<file path="src/rtl/cache_axi_pkg.sv">
// Shared types and AXI burst constants for the cache-to-AXI bridge.
// A cache line is 128 bits, moved as a 4-beat INCR burst of 32-bit words.
package cache_axi_pkg;

  localparam logic [1:0] BURST_INCR = 2'b01;
  localparam logic [2:0] SIZE_4B    = 3'd2;
  localparam logic [7:0] LINE_LEN   = 8'd3;
  localparam int         LINE_BEATS = 4;

  typedef enum logic [1:0] {
    R_IDLE,
    R_ADDR,
    R_DATA,
    R_DONE
  } rd_state_t;

  typedef enum logic [2:0] {
    W_IDLE,
    W_ADDR,
    W_DATA,
    W_RESP,
    W_DONE
  } wr_state_t;

endpackage

</file>
<file path="src/rtl/axi_line_writer.sv">
// Write-back engine: accepts one 128-bit line and emits it as an AW + 4-beat W
// burst, then waits for the B response before pulsing wr_valid.
module axi_line_writer
  import cache_axi_pkg::*;
#(
  parameter logic [3:0] WR_ID = 4'd1
) (
  input  logic         clk,
  input  logic         resetn,
  input  logic         wr_req,
  input  logic [31:0]  wr_addr,
  input  logic [127:0] wr_data,
  output logic         wr_rdy,
  output logic         wr_valid,
  output logic         busy,
  output logic [27:0]  line,
  output logic [3:0]   awid,
  output logic [31:0]  awaddr,
  output logic [7:0]   awlen,
  output logic [2:0]   awsize,
  output logic [1:0]   awburst,
  output logic         awvalid,
  input  logic         awready,
  output logic [31:0]  wdata,
  output logic [3:0]   wstrb,
  output logic         wlast,
  output logic         wvalid,
  input  logic         wready,
  input  logic [3:0]   bid,
  input  logic [1:0]   bresp,
  input  logic         bvalid,
  output logic         bready
);

  wr_state_t    state, state_nxt;
  logic [1:0]   beat;
  logic [127:0] line_data;

  always_ff @(posedge clk or negedge resetn) begin
    if (!resetn) begin
      state <= W_IDLE;
      beat  <= 2'd0;
    end else begin
      state <= state_nxt;
      if (state == W_IDLE)
        beat <= 2'd0;
      else if (state == W_DATA && wready)
        beat <= beat + 2'd1;
    end
  end

  // Line payload carries no reset; it is only observed after acceptance.
  always_ff @(posedge clk) begin
    if (wr_req && wr_rdy) begin
      line      <= wr_addr[31:4];
      line_data <= wr_data;
    end
  end

  always_comb begin
    state_nxt = state;
    wr_rdy    = 1'b0;
    awvalid   = 1'b0;
    wvalid    = 1'b0;
    bready    = 1'b0;
    wr_valid  = 1'b0;
    case (state)
      W_IDLE: begin
        wr_rdy = 1'b1;
        if (wr_req) state_nxt = W_ADDR;
      end
      W_ADDR: begin
        awvalid = 1'b1;
        if (awready) state_nxt = W_DATA;
      end
      W_DATA: begin
        wvalid = 1'b1;
        if (wready && beat == 2'd3) state_nxt = W_RESP;
      end
      W_RESP: begin
        bready = 1'b1;
        if (bvalid) state_nxt = W_DONE;
      end
      W_DONE: begin
        wr_valid  = 1'b1;
        state_nxt = W_IDLE;
      end
      default: state_nxt = W_IDLE;
    endcase
  end

  assign busy    = (state != W_IDLE);
  assign awid    = WR_ID;
  assign awaddr  = {line, 4'b0};
  assign awlen   = LINE_LEN;
  assign awsize  = SIZE_4B;
  assign awburst = BURST_INCR;
  assign wdata   = line_data[{beat, 5'b0} +: 32];
  assign wstrb   = 4'hF;
  assign wlast   = wvalid && (beat == 2'd3);

  // Response status and ID are deliberately ignored; errors complete normally.
  logic unused_ok;
  assign unused_ok = ^{wr_addr[3:0], bid, bresp};

endmodule

</file>
<file path="src/rtl/cache_axi_bridge.sv">
// Cache line refill / write-back bridge to an AXI master port.
// Define CACHE_AXI_RAW_CHECK_EN to stall reads that hit a line still being written back.
module cache_axi_bridge
  import cache_axi_pkg::*;
#(
  parameter logic [3:0] RD_ID = 4'd0,
  parameter logic [3:0] WR_ID = 4'd1
) (
  input  logic         clk,
  input  logic         resetn,
  input  logic         rd_req,
  input  logic [31:0]  rd_addr,
  output logic         rd_rdy,
  output logic         ret_valid,
  output logic [127:0] ret_data,
  input  logic         wr_req,
  input  logic [31:0]  wr_addr,
  input  logic [127:0] wr_data,
  output logic         wr_rdy,
  output logic         wr_valid,
  output logic [3:0]   arid,
  output logic [31:0]  araddr,
  output logic [7:0]   arlen,
  output logic [2:0]   arsize,
  output logic [1:0]   arburst,
  output logic         arvalid,
  input  logic         arready,
  input  logic [3:0]   rid,
  input  logic [31:0]  rdata,
  input  logic [1:0]   rresp,
  input  logic         rlast,
  input  logic         rvalid,
  output logic         rready,
  output logic [3:0]   awid,
  output logic [31:0]  awaddr,
  output logic [7:0]   awlen,
  output logic [2:0]   awsize,
  output logic [1:0]   awburst,
  output logic         awvalid,
  input  logic         awready,
  output logic [31:0]  wdata,
  output logic [3:0]   wstrb,
  output logic         wlast,
  output logic         wvalid,
  input  logic         wready,
  input  logic [3:0]   bid,
  input  logic [1:0]   bresp,
  input  logic         bvalid,
  output logic         bready
);

  rd_state_t   rd_state, rd_state_nxt;
  logic [1:0]  rd_beat;
  logic [27:0] rd_line;
  logic        raw_block;
  logic        wr_busy;
  logic [27:0] wr_line;

  axi_line_writer #(.WR_ID(WR_ID)) writer (
    .clk      (clk),
    .resetn   (resetn),
    .wr_req   (wr_req),
    .wr_addr  (wr_addr),
    .wr_data  (wr_data),
    .wr_rdy   (wr_rdy),
    .wr_valid (wr_valid),
    .busy     (wr_busy),
    .line     (wr_line),
    .awid     (awid),
    .awaddr   (awaddr),
    .awlen    (awlen),
    .awsize   (awsize),
    .awburst  (awburst),
    .awvalid  (awvalid),
    .awready  (awready),
    .wdata    (wdata),
    .wstrb    (wstrb),
    .wlast    (wlast),
    .wvalid   (wvalid),
    .wready   (wready),
    .bid      (bid),
    .bresp    (bresp),
    .bvalid   (bvalid),
    .bready   (bready)
  );

`ifdef CACHE_AXI_RAW_CHECK_EN
  // Hold off a refill of a line whose write-back is still in flight.
  assign raw_block = wr_busy && (rd_addr[31:4] == wr_line);
  logic unused_ok;
  assign unused_ok = ^{rd_addr[3:0], rid, rresp};
`else
  assign raw_block = 1'b0;
  logic unused_ok;
  assign unused_ok = ^{rd_addr[3:0], rid, rresp, wr_busy, wr_line};
`endif

  always_ff @(posedge clk or negedge resetn) begin
    if (!resetn) begin
      rd_state <= R_IDLE;
      rd_beat  <= 2'd0;
      ret_data <= '0;
    end else begin
      rd_state <= rd_state_nxt;
      if (rd_state == R_IDLE)
        rd_beat <= 2'd0;
      else if (rd_state == R_DATA && rvalid) begin
        ret_data[{rd_beat, 5'b0} +: 32] <= rdata;
        rd_beat <= rd_beat + 2'd1;
      end
    end
  end

  always_ff @(posedge clk) begin
    if (rd_req && rd_rdy)
      rd_line <= rd_addr[31:4];
  end

  always_comb begin
    rd_state_nxt = rd_state;
    rd_rdy       = 1'b0;
    arvalid      = 1'b0;
    rready       = 1'b0;
    ret_valid    = 1'b0;
    case (rd_state)
      R_IDLE: begin
        rd_rdy = !raw_block;
        if (rd_req && !raw_block) rd_state_nxt = R_ADDR;
      end
      R_ADDR: begin
        arvalid = 1'b1;
        if (arready) rd_state_nxt = R_DATA;
      end
      R_DATA: begin
        rready = 1'b1;
        if (rvalid && rlast) rd_state_nxt = R_DONE;
      end
      R_DONE: begin
        ret_valid    = 1'b1;
        rd_state_nxt = R_IDLE;
      end
      default: rd_state_nxt = R_IDLE;
    endcase
  end

  assign arid    = RD_ID;
  assign araddr  = {rd_line, 4'b0};
  assign arlen   = LINE_LEN;
  assign arsize  = SIZE_4B;
  assign arburst = BURST_INCR;

endmodule

</file>
<file path="config.mk">
export PLATFORM = sky130hd
export DESIGN_NAME = cache_axi_bridge
export DESIGN_NICKNAME = d
export VERILOG_FILES = /design/src/rtl/cache_axi_pkg.sv /design/src/rtl/axi_line_writer.sv /design/src/rtl/cache_axi_bridge.sv
export SDC_FILE = /design/constraint.sdc
export NUM_CORES = 1
export LEC_CHECK = 0
export BUFFER_PORTS_ARGS = -buffer_cell sky130_fd_sc_hd__buf_4
export CAP_MARGIN = 20
export CORE_AREA = 2 2 203 205
export DETAILED_ROUTE_END_ITERATION = 8
export DIE_AREA = 0 0 205 207
export GPL_TIMING_DRIVEN = 0
export PLACE_DENSITY = 0.64
export SETUP_SLACK_MARGIN = 0.3
export SLEW_MARGIN = 20
export SYNTH_ARGS = -nofsm -noshare
export SYNTH_HDL_FRONTEND = slang
export SYNTH_SLANG_ARGS = --single-unit
export TNS_END_PERCENT = 10
</file>
<file path="constraint.sdc">
create_clock -name clk -period 14.45 [get_ports clk]
set_clock_uncertainty 0.15 [all_clocks]
set_input_delay 2.89 -clock clk [delete_from_list [all_inputs] [get_ports clk]]
set_output_delay 2.89 -clock clk [all_outputs]
set_load 0.01 [all_outputs]
</file>
* Word level (Yosys, flattened, before mapping) *
Index checks and enable logic that the tools add are counted.

storage, ports and cells
  ROM bits = 0
  word-level logic and storage cells = 67
  memories = 0
  latch bits = 0
  input port bits = 246
  output and inout bits = 272
  RAM bits = 0
  bits in registers = 321

operators by class
  div/mod/pow operators = 0
  eq/ne operators = 15
  muxes and demuxes = 23
  $mul = 0
  add/sub/neg operators = 3
  order comparisons = 0
  shifts and indexed selects = 3
  reduce and logical (&&, ||, !) cells = 14
  bitwise gates (word level) = 1

operators by type and width
  kind                        count
  $bwmux W128                 1
  $shift A32 B9 Y128 const A  1
  $shiftx A128 B8 Y32         1
  $shiftx A32 B9 Y128         1
  $mux W2                     7
  $mux W3                     4
  $ne A2 B2 Y1 const B        6
  $pmux W3 S4                 1
  $mux W1                     9
  $neg A7 Y9                  1
  $pmux W2 S4                 1
  $logic_and A1 B1 Y1         7
  $eq A2 B2 Y1 const B        3
  $eq A3 B2 Y1 const B        2
  $add A2 B1 Y2 const B       2
  $reduce_and A4 Y1           1
  $reduce_bool A2 Y1          2
  $eq A3 B1 Y1 const B        1
  $eq A3 B3 Y1 const B        1
  $logic_not A3 Y1            1
  $reduce_and A3 Y1           1
  $eq A2 B1 Y1 const B        1
  $logic_not A2 Y1            1
  $ne A2 B1 Y1 const B        1
  other kinds (2)             2

* Logic depth before layout (Yosys ltp) *
Gate-level depths: netlist (run 1).

  depth in word-level cells = 4
  gate-level depth with buffers = 7
  depth with buffers taken out = 5

* Hierarchy *
Synthesis (run 1) repeated with hierarchy kept, for this count alone.

unflattened totals
  cell total of the unflattened synthesis = 658
  area total of the unflattened synthesis = 12170.4 µm²

modules (own cells, without submodules)
  module            area an instance (µm²)  cells an instance  instances
  axi_line_writer   6200.9                  281                1
  cache_axi_bridge  5969.5                  377                1

* Worst setup path after synthesis (run 1) *
No wires, ideal clock.

  path type = input to register
  start point = in wr_req
  end point = reg writer.line[0], enable pin
  setup time = 534 ps
  arrival = 6447 ps
  slack = 7319 ps
  path buffers = 0
  cell stages on the path = 1
  data required time = 13766 ps
  path through = and2_1

on the way
  cells in the longest elaborated chain, start to end = 1

RTL lines
  element               line                    text
  start, declared       cache_axi_bridge.sv:16  input logic wr_req,
  $logic_and A1 B1 Y1   axi_line_writer.sv:54   if (wr_req && wr_rdy) begin
  end signal, assigned  axi_line_writer.sv:55   line <= wr_addr[31:4];
  end, declared         axi_line_writer.sv:16   output logic [27:0] line,

No other way between the ends.
A chain may end at the register's enable or synchronous reset.

* Worst setup path in the final report (run 1) *
  start point = reg writer.beat[1]
  end point = out wdata[3]

on the way
  cells in the longest elaborated chain, start to end = 1

RTL lines
  element                 line                    text
  start, declared         axi_line_writer.sv:36   logic [1:0] beat;
  start signal, assigned  axi_line_writer.sv:48   beat <= beat + 2'd1;
  $shiftx A128 B8 Y32     axi_line_writer.sv:98   assign wdata = line_data[{beat, 5'b0} +: 32];
  end, declared           cache_axi_bridge.sv:41  output logic [31:0] wdata,

No other way between the ends.

==> reports/metrics.yaml, run 1 <==
stdcell_area_um2: 17400
viasPerCell: 4.47
postRouteAntennaNets: 0
cts.sinks: 321
outcome: "complete, no violations"
grt_pass1_wl_mm: 50.9
drt-initial-drc-count: 263
hp-start: "ret_data[105]"
slew-limit-headroom: 0.424
postCtsHoldBufs: 0
grt_usage: 0.159
cts.clk_slew.worst_paths_ns: 0.06
pre_cts_ws_ns: 9.32
syn_to_final_growth_pct: 45.8
power.total_mw: 2.82
synth-edff-count: 184
cts_made_buffers: 36
dp.cells: 1657
reg2reg_depth: 5
r2r_start: "rd_beat[0]"
finalCriticalPeriod_ns: 5.50
hold_path_class: "reg2reg"
async_flop_share: 0.427
port_buffers: 450
die_h_um: 207
clockRootBuffer: "clkbuf_16"
ir_drop_mv: 0.0920
diodes: 0
tns_ns: 0
tightest_slew_ns: 0.857
chipWidth_um: 205
place_area_um2: 16200
hold_viol: 0
synth_top_area_frac: 0.464
via_count: 7701
antenna_found_initial: 0
syn_avg_cell_area_um2: 19.0
cts_tree: "yes"
r2r_end: "ret_data[103]"
start_util: 0.295
setup_ws_ns: 8.95
post-dp-hpwl_mm: 25.8
hold_ws_ns: 0.353
place.gp.congestion: 0.799
setup_viol: 0
drt_wl_total_mm: 34.7
rsz0062_at_grt: "no"
min_path_cells: 1
timing.fmax_mhz: 182
grt_pass1_vias: 8135
rrSetupSlack_ns: 12.01
yosys_register_bits: 321
netlist_area_um2: 11900
worstSetupPathType: "reg2out"
cts_resized: 0
cp_data_required_time_ns: 11.41
rows: 74
slew_viol_final: 0
layout.cells.non_filler: 1723
ys.flop_type: "edfxtp_1"
synth.most_common_cell: "edfxtp_1"
period_share: 0.381
cap_violations: 0
ios: 518
synth.area.top_cells: "edfxtp_1, dfrtp_1, a22o_1"
die_area_um2: 42400
core_area_um2: 40400
crit_path_start_kind: "register"
dr.pass1.iters: 4
netlist_instances: 627
grt_max_degree: 86
yosysSeqAreaShare: 0.751
cp_data_arrival_time_ns: 2.46
final_util: 0.430
leakagePower_nw: 7.83
yosys_warnings: 0
finalNetCount: 1420
drc: 0
wl_per_cell_um: 20.2
synth_cell_types: 39
cp_max_fo: 10
clk_latency_ns: 0.53
cts-htree-levels: 2
endpoint_kind: "output pin"
nFillCells: 3690
clockBufferDepth: 3
holdPathEnd: "ret_data[105]"
postCtsSetupBuffers: 0
synth_top_cell_by_area: "edfxtp_1"
overflow: 0
drive_gt1_frac: 0.518
synth_common_cells: "edfxtp_1, dfrtp_1, a22o_1, buf_4, mux4_2"
power.density_nw_per_um2: 163
## sequential cells by signal, summed over array words and instances, names as in the netlist
name,count
writer.beat,2
writer.line,28
writer.line_data,128
rd_beat,2
writer.state,3
rd_state,2
rd_line,28
ret_data,128
## layer usage
layer	part of all wire	GRT usage	wire length, µm
met4	0.017	0.0399	595
met3	0.11	0.0683	3990
met2	0.49	0.274	17100
met1	0.38	0.179	13000
met5	0	0	0
## layout make-up
type | instances | area [µm²] | area share
sequential | 321 | 8950 | 0.515
timing repair buffer | 454 | 3490 | 0.201
multi-input combinational | 261 | 2570 | 0.148
clock buffer | 52 | 1050 | 0.0607
tap | 532 | 666 | 0.0383
buffer | 79 | 524 | 0.0302
clock inverter | 14 | 77.6 | 0.00447
inverter | 10 | 37.5 | 0.00216
## power breakdown
part	switching, mW	total [mW]	leakage [nW]	internal, mW
Clock	0.362	0.871	0.554	0.509
Sequential	0.0692	1.23	3.58	1.16
Combinational	0.357	0.722	3.69	0.365
Total	0.788	2.82	7.83	2.04
## worst max-delay path, stage by stage, from the launching register on
cell,delay (ns)
dfrtp_1,0.34
clkbuf_1,0.30
clkbuf_1,0.68
mux4_2,0.43
buf_4,0.18
## kinds of logic after synthesis
kind of cell             synth area share
AO/OA/AOI/OAI                      0.0990
XOR/XNOR                         0.000735
adder cells (fa/ha/maj)            0.0116
buffers and inverters              0.0471
flip-flops                          0.751
multiplexers                       0.0642
other                            0.000630
AND/OR/NAND/NOR                    0.0253
## placed cells by master (no fill, tap or decap), types with 2 or more instances in the layout
cell | Yosys | layout
mux4_2 | 33 | 33
conb_1 | 2 | 46
nor4_4 | 2 | 2
clkbuf_1 | 16 | 25
clkinv_1 | 0 | 4
buf_16 | 0 | 3
edfxtp_1 | 184 | 184
ha_1 | 11 | 11
a21oi_1 | 2 | 2
clkbuf_16 | 0 | 38
nand4b_4 | 3 | 3
clkinv_2 | 0 | 6
buf_6 | 3 | 3
a22o_1 | 128 | 128
and2_1 | 4 | 2
dfrtp_1 | 137 | 137
inv_1 | 10 | 10
buf_2 | 8 | 8
inv_6 | 0 | 2
clkbuf_8 | 0 | 5
nand3_1 | 2 | 2
nand2_1 | 4 | 4
nor2_1 | 4 | 4
buf_4 | 52 | 501
clkinvlp_4 | 0 | 2
nor3b_1 | 2 | 2
## how the worst max path moves through the flow
stage / from / end / slack [ns] / cells after the start
4_1_cts: writer.beat[1] / wdata[3] / 8.73 / 4
5_1_grt: writer.beat[1] / wdata[3] / 8.70 / 4
6_report: writer.beat[1] / wdata[3] / 8.95 / 4
3_3_place_gp: wr_req / writer.line_data[95] / 5.81 / 2
2_1_floorplan: wr_req / writer.line[0] / 7.32 / 1
3_5_place_dp: writer.beat[1] / wdata[3] / 9.32 / 4
(Power assumes the default switching activity.)
==> run 2, diff against run 1 <==
ABC_AREA = 1   (was unset)
CORE_AREA = 2 2 199 201   (was 2 2 203 205)
DIE_AREA = 0 0 201 203   (was 0 0 205 207)
PLACE_DENSITY = 0.69   (was 0.64)
clock period = 5.51 ns   (was 14.45 ns; I/O delays follow)
==> run 2 against run 1 <==
Compared with the run above:
- register-to-register slack got worse by 9.6 ns
- utilization increased by 5.5 points
- count of clock-buffer cells in the layout down 7
- first-iteration DRC count increased to 2.7 times the previous value
- critical path depth up 1
- sequential share of layout area down 3.6 points
- power grew to 2.9 times the previous value
- combinational power grew to 3.8 times the previous value
- area after synthesis is 10% higher
- worst setup slack lost 7.0 ns
- global-route usage is 5.1 points higher
==> reports/metrics.yaml, run 2 <==
outcome: "complete, no violations"
power.total_mw: 8.25
rows: 72
yosys_warnings: 0
synth_top_cell_by_area: "edfxtp_1"
grt_usage: 0.209
synth.most_common_cell: "edfxtp_1"
chipWidth_um: 201
cts_tree: "yes"
ir_drop_mv: 0.199
async_flop_share: 0.427
cts.sinks: 321
r2r_start: "writer.state[0]"
final_common_cell: "buf_4"
syn_to_final_growth_pct: 42.2
netlist_instances: 1146
overflow: 0
hold_path_class: "reg2reg"
place_area_um2: 17500
core_area_um2: 38500
clockBufferDepth: 3
synth.area.top_cells: "edfxtp_1, dfrtp_1, nand3_1"
drc: 0
drt_wl_total_mm: 43.7
setup_viol: 0
period_share: 0.641
grt_pass1_vias: 10900
place.gp.congestion: 0.894
yosys_register_bits: 321
cts.clk_slew.worst_paths_ns: 0.06
netlist_area_um2: 13100
clockRootBuffer: "clkbuf_16"
synth_top_area_frac: 0.421
hold_ws_ns: 0.344
port_buffers: 451
tightest_slew_ns: 0.975
slew_viol_final: 0
cp_max_fo: 10
cp_data_arrival_time_ns: 2.28
syn_avg_cell_area_um2: 11.5
crit_path_start_kind: "register"
grt_max_degree: 83
rsz0062_at_grt: "no"
cts_resized: 0
diodes: 0
timing.fmax_mhz: 283
nFillCells: 3478
finalCriticalPeriod_ns: 3.53
cts_made_buffers: 37
yosysSeqAreaShare: 0.682
leakagePower_nw: 8.91
postRouteAntennaNets: 0
reg2reg_depth: 9
start_util: 0.341
cp-endpoint: "wdata[10]"
hold_viol: 0
antenna_found_initial: 1
viasPerCell: 4.85
postCtsHoldBufs: 0
slew-limit-headroom: 0.346
cp_data_required_time_ns: 4.26
critPathLaunch: "writer.beat[1]"
final_cell_mix: "buf_4, edfxtp_1, nand2_1"
finalNetCount: 1948
via_count: 10800
cts-htree-levels: 2
dr.pass1.iters: 6
clk_latency_ns: 0.52
synth_cell_types: 27
die_area_um2: 40800
synth_common_cells: "edfxtp_1, nand2_1, dfrtp_1, nand3_1, o21ai_0"
rrSetupSlack_ns: 2.42
die_h_um: 203
postCtsSetupBuffers: 0
cap_violations: 0
synth-edff-count: 184
r2r_end: "writer.line[9]"
drive_gt1_frac: 0.373
grt_pass1_wl_mm: 65.5
worstSetupPathType: "reg2out"
endpoint_kind: "output pin"
reg_top3: "ret_data: 128 flops, writer.line_data: 128 flops"
wl_per_cell_um: 19.5
ios: 518
drt-initial-drc-count: 716
ys.flop_type: "edfxtp_1"
stdcell_area_um2: 18700
power.density_nw_per_um2: 442
post-dp-hpwl_mm: 33.8
[run 2: cell count changes in the layout (fill, tap and decap cells not counted), sizes merged, moves of 48 or more]
| cell | delta |
|---|---|
| nor2 | +83 |
| inv | +48 |
| nand3 | +131 |
| a22o | -128 |
| nand2 | +171 |
| o21ai | +197 |
[run 2: cell families after synthesis]
kind of cell / Yosys count / synth area share
AOI/OAI and AO/OA: 233 / 0.0987
adders and majority gates: 11 / 0.0105
buffers and inverters: 178 / 0.0760
DFF: 321 / 0.682
other: 2 / 0.000572
and+or+nand+nor: 401 / 0.132
[run 2: worst max-delay path: stages, from the launching register on]
cell,delay (ns)
dfrtp_1,0.48
inv_1,0.21
clkbuf_1,0.42
o21ai_0,0.30
o22ai_1,0.18
buf_4,0.16
[run 2: per-layer routing]
metal | routed length (µm) | GRT usage | vias up
li1 | - | - | 4959
met2 | 22100 | 0.371 | 513
met3 | 4080 | 0.0655 | 80
met4 | 1380 | 0.0714 | 0
met1 | 16100 | 0.239 | 5282
met5 | 0 | 0 | -
[run 2: cell type report]
type	count	area, µm²	share of cell area
tap	518	648	0.0347
multi-input combinational	691	3350	0.179
clock inverter	20	140	0.00751
inverter	59	236	0.0127
buffer	119	773	0.0414
clock buffer	45	986	0.0528
timing repair buffer	462	3580	0.192
sequential	321	8950	0.480
[run 2: power by group]
part           internal (mW)  switching [mW]
combinational           1.04            1.72
clock                   1.33           0.987
sequential              3.02           0.158
[run 2: worst min-delay path by stage]
stage	slack, ns	end	startpoint	depth (start not counted)
6_report	0.34	ret_data[45]	ret_data[45]	2
5_1_grt	0.34	ret_data[106]	resetn	1
4_1_cts	0.33	ret_data[106]	resetn	1
3_5_place_dp	0.33	ret_data[30]	ret_data[30]	2
3_3_place_gp	0.32	ret_data[1]	ret_data[1]	2
2_1_floorplan	0.36	rd_state[0]	rd_state[0]	2
[run 2: per-stage QoR]
stage / cells / setup WS [ns] / TNS, ns / util
finish: 2235 / 1.98 / 0 / 0.485
floorplan: 1190 / 0.0739 / 0 / -
global placement: 2159 / -1.55 / -238.39 / 0.451
CTS: 2235 / 1.92 / 0 / 0.485
detailed placement: 2170 / 1.92 / 0 / 0.456
global route: 2235 / 1.78 / 0 / 0.485
==> run 3, diff against run 2 <==
CORE_AREA = 2 2 204 206   (was 2 2 199 201)
DIE_AREA = 0 0 206 208   (was 0 0 201 203)
clock period = 3.2 ns   (was 5.51 ns; I/O delays follow)
==> run 3 against run 2 <==
Compared with the run above:
- final area increased by 0.89%
- global-route usage shrank 1.5 points
- final cell count is 0.72% higher
- largest cell class unchanged
- highest routed layer unchanged
==> reports/metrics.yaml, run 3 (synthesis results as in run 2) <==
outcome: "complete, no violations"
power.density_nw_per_um2: 765
leakagePower_nw: 9.03
ir_drop_mv: 0.389
hold_ws_ns: 0.117
drt_wl_total_mm: 42.8
min_path_cells: 1
die_h_um: 208
diodes: 0
clockBufferDepth: 3
reg_top3: "ret_data: 128 flops, writer.line_data: 128 flops"
finalNetCount: 1950
final_common_cell: "buf_4"
clockRootBuffer: "clkbuf_16"
start_util: 0.324
hold_viol: 0
port_buffers: 451
setup_viol: 0
clk_latency_ns: 0.55
ios: 518
cp-endpoint: "wdata[7]"
critPathLaunch: "writer.beat[1]"
nFillCells: 3705
rrSetupSlack_ns: 0.57
tightest_slew_ns: 0.650
die_area_um2: 42800
grt_pass1_vias: 10900
dr.pass1.iters: 6
viasPerCell: 4.71
multiInputGateArea_um2: 3370
slew_viol_final: 0
crit_path_start_kind: "register"
cts_tree: "yes"
r2r_end: "ret_data[100]"
cp_max_fo: 10
finalCriticalPeriod_ns: 2.80
period_share: 0.875
place.gp.congestion: 0.882
antenna_found_initial: 0
worstSetupPathType: "reg2out"
cts_made_buffers: 37
rsz0062_at_grt: "yes"
seq_area_um2: 8950
r2r_start: "rd_beat[0]"
cts-htree-levels: 2
drive_gt1_frac: 0.383
final_util: 0.464
syn_to_final_growth_pct: 43.5
grt_pass1_wl_mm: 63.7
post-dp-hpwl_mm: 33.1
postRouteAntennaNets: 0
reg2reg_depth: 8
cp_data_required_time_ns: 2.41
drc: 0
slew-limit-headroom: 0.566
endpoint_kind: "output pin"
cp_data_arrival_time_ns: 2.01
drt-initial-drc-count: 773
wl_per_cell_um: 19.0
via_count: 10600
overflow: 0
timing.fmax_mhz: 357
rows: 74
chipWidth_um: 206
cts.sinks: 321
hold_path_class: "in2reg"
grt_usage: 0.194
cap_violations: 0
final_cell_mix: "buf_4, edfxtp_1, nand2_1"
cts.clk_slew.worst_paths_ns: 0.06
grt_max_degree: 79
core_area_um2: 40600
[run 3: cell count changes in the layout (fill, tap and decap cells not counted), moves of 2 or more]
| cell | previous run | this run |
|---|---|---|
| clkbuf_2 | 0 | 11 |
| clkbuf_1 | 36 | 26 |
| buf_2 | 21 | 15 |
| buf_6 | 14 | 20 |
| clkinvlp_4 | 4 | 0 |
| o21ai_0 | 125 | 121 |
| o21ai_1 | 49 | 52 |
| o22ai_1 | 32 | 29 |
| o22ai_2 | 0 | 3 |
| clkbuf_16 | 37 | 39 |
| clkbuf_8 | 3 | 5 |
[run 3: worst min-delay path by stage]
stage / startpoint / to / slack [ns]
after floorplan: resetn / rd_beat[0] / 0.19
after global placement: ret_data[45] / ret_data[45] / 0.32
after detailed placement: ret_data[53] / ret_data[53] / 0.32
after CTS: wr_addr[10] / writer.line[6] / 0.08
after global routing: rd_addr[24] / rd_line[20] / 0.09
final: wr_addr[26] / writer.line[22] / 0.12
[run 3: cell type report]
| cell class | count | share of cell area |
|---|---|---|
| inverters | 59 | 0.0126 |
| plain buffers | 119 | 0.0438 |
| multi-input cells | 691 | 0.179 |
| flip-flops and latches | 321 | 0.475 |
| clock inverters | 15 | 0.00565 |
| clock buffers | 50 | 0.0567 |
| repair buffers | 464 | 0.191 |
| well taps | 532 | 0.0353 |
[run 3: power breakdown]
group,leakage (nW),internal (mW),switching [mW]
clock,0.585,2.42,1.69
sequential,3.58,5.19,0.268
combinational,4.86,1.87,2.96
[run 3: what timing repair did]
| action | in CTS | in global routing |
|---|---|---|
| endpoints found under the hold margin | 59 | 0 |
| pin swaps | 0 | 4 |
| setup endpoints to repair | 24 | 28 |
| hold buffers | 1 | 0 |
| resized for setup | 12 | 26 |
| cloned | 0 | 0 |
| setup buffers | 0 | 0 |
[run 3: worst max-delay path, cell delays in order, from the launching register on]
cell and delay (ns):
dfrtp_1 0.46, clkbuf_1 0.41, o21ai_0 0.16, o22ai_1 0.27
buf_4 0.18
[run 3: metrics by stage]
step,worst slack (ns),setup TNS (ns),power [mW],instance area (µm²),std cells
after floorplan,-1.77,-276.76,8.01,13300,1190
after global placement,-3.35,-520.51,10.1,17400,2173
after detailed placement,0.535,0,10.3,17500,2184
after CTS,0.194,0,14.5,18700,2250
after global routing,0.287,0,15.1,18800,2251
final,0.399,0,14.4,18800,2251
[run 3: layer usage]
metal	up-vias	global-route usage	routed length (µm)
met5	-	0	0
met4	0	0.0872	1630
met3	85	0.0641	4270
met2	482	0.336	21300
met1	5065	0.216	15600
li1	4962	-	-
